File: config.mk
export PLATFORM = sky130hd
export DESIGN_NAME = pll_reset_sequencer
export DESIGN_NICKNAME = d
export VERILOG_FILES = /design/src/rtl/pll_reset_sequencer.sv
export SDC_FILE = /design/constraint.sdc
export NUM_CORES = 1
export LEC_CHECK = 0
export CAP_MARGIN = 5
export CORE_ASPECT_RATIO = 0.5
export CORE_UTILIZATION = 30
export CTS_CLUSTER_SIZE = 28
export DETAILED_ROUTE_END_ITERATION = 8
export SYNTH_ARGS = -nofsm -noshare
export SYNTH_HDL_FRONTEND = slang
export SYNTH_SLANG_ARGS = --single-unit
File: constraint.sdc
create_clock -name clock -period 2.7 [get_ports clock]
set_input_delay 0.54 -clock clock [delete_from_list [all_inputs] [get_ports clock]]
set_output_delay 0.54 -clock clock [all_outputs]
set_load 0.01 [all_outputs]
File: src/rtl/pll_reset_sequencer.sv
// pll_reset_sequencer: turns the asynchronous PLL lock flag into a clean,
// synchronous system reset and tracks loss-of-lock events while running.
module pll_reset_sequencer #(
  parameter int unsigned SYNC_STAGES   = 2,
  parameter int unsigned STABLE_CYCLES = 1024,
  parameter int unsigned RESET_HOLD    = 16,
  parameter int unsigned CNT_WIDTH     = 8
) (
  input  logic                 clock,
  input  logic                 reset,
  input  logic                 locked,
  input  logic                 clear_count,
  output logic                 sys_reset,
  output logic                 ready,
  output logic                 lock_lost,
  output logic [CNT_WIDTH-1:0] lost_count,
  output logic [1:0]           state
);

  // Shared stabilise/hold counter is sized for the longer of the two intervals.
  localparam int unsigned MAX_CYCLES = (STABLE_CYCLES > RESET_HOLD) ? STABLE_CYCLES : RESET_HOLD;
  localparam int unsigned CW         = (MAX_CYCLES > 1) ? $clog2(MAX_CYCLES) : 1;

  localparam logic [1:0] ST_WAIT_LOCK  = 2'd0;
  localparam logic [1:0] ST_STABILIZE  = 2'd1;
  localparam logic [1:0] ST_HOLD_RESET = 2'd2;
  localparam logic [1:0] ST_RUN        = 2'd3;

  localparam logic [CW-1:0] STABLE_LAST = CW'(STABLE_CYCLES - 1);
  localparam logic [CW-1:0] HOLD_LAST   = CW'(RESET_HOLD - 1);

  logic [SYNC_STAGES-1:0] sync_q;
  logic                   lock_s;
  logic [CW-1:0]          cnt_q;
  logic [CW-1:0]          cnt_nxt_c;
  logic [1:0]             state_nxt_c;
  logic                   loss_c;

  assign lock_s = sync_q[SYNC_STAGES-1];

  // Metastability synchroniser for the asynchronous lock flag.
  always_ff @(posedge clock) begin
    if (reset) begin
      sync_q <= '0;
    end else begin
      sync_q <= {sync_q[SYNC_STAGES-2:0], locked};
    end
  end

  // Next-state and counter logic; any low on lock_s before RUN restarts acquisition.
  always_comb begin
    state_nxt_c = state;
    cnt_nxt_c   = cnt_q;
    loss_c      = 1'b0;
    case (state)
      ST_WAIT_LOCK: begin
        if (lock_s) begin
          state_nxt_c = ST_STABILIZE;
          cnt_nxt_c   = '0;
        end
      end
      ST_STABILIZE: begin
        if (!lock_s) begin
          state_nxt_c = ST_WAIT_LOCK;
        end else if (cnt_q == STABLE_LAST) begin
          state_nxt_c = ST_HOLD_RESET;
          cnt_nxt_c   = '0;
        end else begin
          cnt_nxt_c = cnt_q + CW'(1);
        end
      end
      ST_HOLD_RESET: begin
        if (!lock_s) begin
          state_nxt_c = ST_WAIT_LOCK;
        end else if (cnt_q == HOLD_LAST) begin
          state_nxt_c = ST_RUN;
        end else begin
          cnt_nxt_c = cnt_q + CW'(1);
        end
      end
      ST_RUN: begin
        if (!lock_s) begin
          state_nxt_c = ST_WAIT_LOCK;
          loss_c      = 1'b1;
        end
      end
      default: begin
        state_nxt_c = ST_WAIT_LOCK;
      end
    endcase
  end

  // State register with outputs decoded from the next state so they move together.
  always_ff @(posedge clock) begin
    if (reset) begin
      state     <= ST_WAIT_LOCK;
      cnt_q     <= '0;
      sys_reset <= 1'b1;
      ready     <= 1'b0;
    end else begin
      state     <= state_nxt_c;
      cnt_q     <= cnt_nxt_c;
      sys_reset <= (state_nxt_c != ST_RUN);
      ready     <= (state_nxt_c == ST_RUN);
    end
  end

  // Loss-of-lock bookkeeping; a loss on the same edge as a clear wins.
  always_ff @(posedge clock) begin
    if (reset) begin
      lost_count <= '0;
      lock_lost  <= 1'b0;
    end else if (loss_c) begin
      lock_lost <= 1'b1;
      if (clear_count) begin
        lost_count <= CNT_WIDTH'(1);
      end else if (!(&lost_count)) begin
        lost_count <= lost_count + CNT_WIDTH'(1);
      end
    end else if (clear_count) begin
      lost_count <= '0;
      lock_lost  <= 1'b0;
    end
  end

endmodule

==> results_tabular.tex <==
\begin{tabular}{lr}
\hline
Metric & Value \\
\hline
\multicolumn{2}{l}{\textbf{Power}} \\
Static leakage & 0.000513 uW \\
Switch Pwr & 153 uW \\
Clock network fraction of design power & 35.6\% \\
Sequential cell fraction of total power & 57.7\% \\
Share of total power consumed by net switching & 23.7\% \\
Ratio of total power to cell area & 373 mW/mm\^{}2 \\
Combinational fraction of design power & 6.7\% \\
Largest voltage drop on the vdd net & 0.000152 V \\
Internal power contribution & 494 uW \\
\multicolumn{2}{l}{\textbf{Setup path}} \\
Signal arrival time at the worst endpoint & 2.36 ns \\
Maximum fanout along the worst path & 7 \\
Crit Path Class & reg -> reg \\
Worst Setup End Kind & flop \\
Worst Path Required & 2.87 ns \\
Launch point of the critical path & state[0] \\
CP startpoint kind & flop \\
Worst reg2reg startpoint & state[0] \\
\multicolumn{2}{l}{\textbf{Placement}} \\
Pre-CTS setup slack & 0.578 ns \\
Final HPWL DP & 2420 um \\
Number of port buffers & 16 \\
Placer Congestion & 0.781 \\
\multicolumn{2}{l}{\textbf{Synthesis}} \\
Proportion of synthesized flip-flops having asynchronous set or reset & 0\% \\
Count of flip-flops with a built-in enable after synthesis & 0 \\
Count of distinct cell types in the synthesized netlist & 49 \\
Synthesized cell area & 0.00146 mm\^{}2 \\
Register area share after synthesis & 34.2\% \\
Cells after Synth & 164 \\
Yosys warns & 0 \\
Mean cell area of the mapped netlist & 8.92 um\^{}2 \\
Number of synthesized register bits & 25 \\
Prevailing post-synth register cell & sky130\_fd\_sc\_hd\_\_dfxtp\_1 \\
Syn\_nets & 175 \\
\multicolumn{2}{l}{\textbf{CTS}} \\
Post-CTS sizing & 0 \\
Maximum buffer depth of the clock tree & 2 \\
TritonCTS clock tree & done \\
CTS H-tree lvls & 1 \\
Root buffer selected by CTS & sky130\_fd\_sc\_hd\_\_clkbuf\_8 \\
Clock buffer count from CTS & 3 \\
Number of setup buffers added after CTS & 0 \\
Clk pin slew, worst setup/hold paths & 0.09 ns \\
Sink count of the clock tree & 25 \\
Hold\_buf cts & 0 \\
Insertion delay to the later sink of the worst-skew pair & 0.27 ns \\
\multicolumn{2}{l}{\textbf{Routing}} \\
Met3 layer wire length in the routed design & 107 um \\
Number of vias in the routed layout & 1313 \\
First-pass iteration count of the detailed router & 4 \\
Detailed-route DRC error count & 0 \\
Post-detailed-route via-to-cell ratio & 5.36 \\
Iteration-0 DRC count of the detailed router & 33 \\
Max layer used & met4 \\
Final routed wirelength across all metal layers & 3320 um \\
Met2 routed wirelength & 1470 um \\
Post-detailed-route count of antenna-violating nets & 0 \\
Routed length per placed instance & 13.5 um \\
DRT met1 WL & 1720 um \\
\multicolumn{2}{l}{\textbf{Hold path}} \\
Worst hold path class & reg -> reg \\
Startpoint of the lowest-slack hold path & sync\_q[0] \\
\multicolumn{2}{l}{\textbf{Floorplan}} \\
Num ports & 17 \\
Vertical die dimension & 51.4 um \\
Initial Utilization & 32.3\% \\
Core footprint & 0.00453 mm\^{}2 \\
Die extent in x & 101 um \\
Total die area & 0.00518 mm\^{}2 \\
Count of standard-cell rows & 17 \\
\multicolumn{2}{l}{\textbf{Cells and area}} \\
Most common library cell in the layout ignoring fill and taps & sky130\_fd\_sc\_hd\_\_dfxtp\_1 \\
Highest-count cells in the layout ignoring fill and taps & 25 x sky130\_fd\_sc\_hd\_\_dfxtp\_1, 16 x sky130\_fd\_sc\_hd\_\_clkdlybuf4s50\_1, 10 x sky130\_fd\_sc\_hd\_\_nand3\_1, 10 x sky130\_fd\_sc\_hd\_\_a21oi\_1, 8 x sky130\_fd\_sc\_hd\_\_inv\_1 \\
Area added between synthesis and finish & 18.6\% \\
Layout cell share with drive strength beyond 1 & 8.38\% \\
Antenna diodes & 0 \\
Number of nets in the finished design & 191 \\
\multicolumn{2}{l}{\textbf{STA}} \\
Period utilisation layout & 81.1\% \\
Setup Viol. Count Final & 0 \\
Final setup TNS & 0 ns \\
Worst setup skew after layout & 0.00298 ns \\
Post-route worst setup slack & 0.511 ns \\
Max transition margin & 60.5\% \\
Timing-limited maximum frequency & 457 MHz \\
Worst Max-Slew Pin Slew & 0.585 ns \\
Final Slew Violations & 0 \\
Final Hold Viols & 0 \\
Period minus WS final & 2.19 ns \\
Setup repair after global routing missed its margin & false \\
\multicolumn{2}{l}{\textbf{Global route}} \\
Maximum number of pins on one net before global-route repair & 17 \\
Remaining Overflow, GRT & 0 \\
Number of antenna violations at the first check in global routing & 0 \\
Overall Global Routing Usage & 14.0\% \\
Via count of the first global-routing pass & 1214 \\
First-pass GRT wire length & 5690 um \\
\multicolumn{2}{l}{\textbf{Run status}} \\
Status & finished clean \\
\multicolumn{2}{l}{\textbf{Flow run}} \\
\# Max-Cap Violations & 0 \\
\hline
\end{tabular}
## state kept, by name (all words and copies together), names as in the netlist
name        flops
lost_count      8
lock_lost       1
sys_reset       1
cnt_q          10
sync_q          2
state           2
ready           1
## area by class of cell
cell class	instances	area, um^2
sequential	25	500
timing repair buffer	18	175
clock buffer	4	45.0
inverter	8	30.0
tap	66	82.6
fill	477	2800
multi-input combinational	124	902
## metal layers
metal | track usage, % | vias up
met5 | 0 | -
met1 | 18.5 | 627
li1 | - | 662
met2 | 23.3 | 22
met4 | 4.35 | 0
met3 | 2.60 | 2
## through the flow
stage	area, um^2	util, %	cells	hold slack [ns]	total power, uW
detailed placement	1690	37.3	241	0.435	425
global placement	1690	37.3	241	0.435	425
global route	1740	38.3	245	0.472	682
floorplan	1460	-	164	0.414	410
finish	1740	38.3	245	0.449	647
CTS	1740	38.3	245	0.456	658
## worst max-delay path, cell delays in order (launching register included)
cell and delay (ns):
sky130_fd_sc_hd__dfxtp_1 0.46, sky130_fd_sc_hd__inv_1 0.12, sky130_fd_sc_hd__ha_1 0.28, sky130_fd_sc_hd__or3_4 0.46
sky130_fd_sc_hd__a21oi_2 0.35, sky130_fd_sc_hd__o211ai_1 0.14, sky130_fd_sc_hd__a32o_1 0.28
## cells in the mapped netlist (all sizes together) (6+ instances only)
master	number	share of area, %
dfxtp	25	34
a21oi	11	4.0
nand3	10	3.4
inv	8	2.1
ha	7	6.0
o211ai	7	3.6
nand2	6	1.5
o21ai	6	2.1
## cells by family (layout without fill, tap and decap cells)
family                   Yosys count  after routing  synth area share (%)
AND/OR/NAND/NOR                   62             62                  24.9
AO/OA/AOI/OAI                     51             51                  28.3
flip-flops                        25             25                  34.2
buffers and inverters             15             30                  4.11
adder cells (fa/ha/maj)            7              7                  5.99
XOR/XNOR                           3              3                  1.80
multiplexers                       1              1                 0.684
## power groups by stage
stage               Sequential [uW]  Clock, uW  Combinational [uW]
detailed placement              382          0                43.0
global placement                382          0                42.8
floorplan                       382          0                28.4
finish                          373        230                43.4
CTS                             373        241                43.2
global route                    374        260                47.4
## worst paths after layout
kind,depth (start not counted),slack [ns],endpoint
setup / recovery,6,0.51,cnt_q[2]
hold reg to reg,1,0.45,sync_q[1]
hold / removal,1,0.45,sync_q[1]
setup reg to reg,6,0.51,cnt_q[2]
Note: power is estimated with default switching activity, not from simulation.
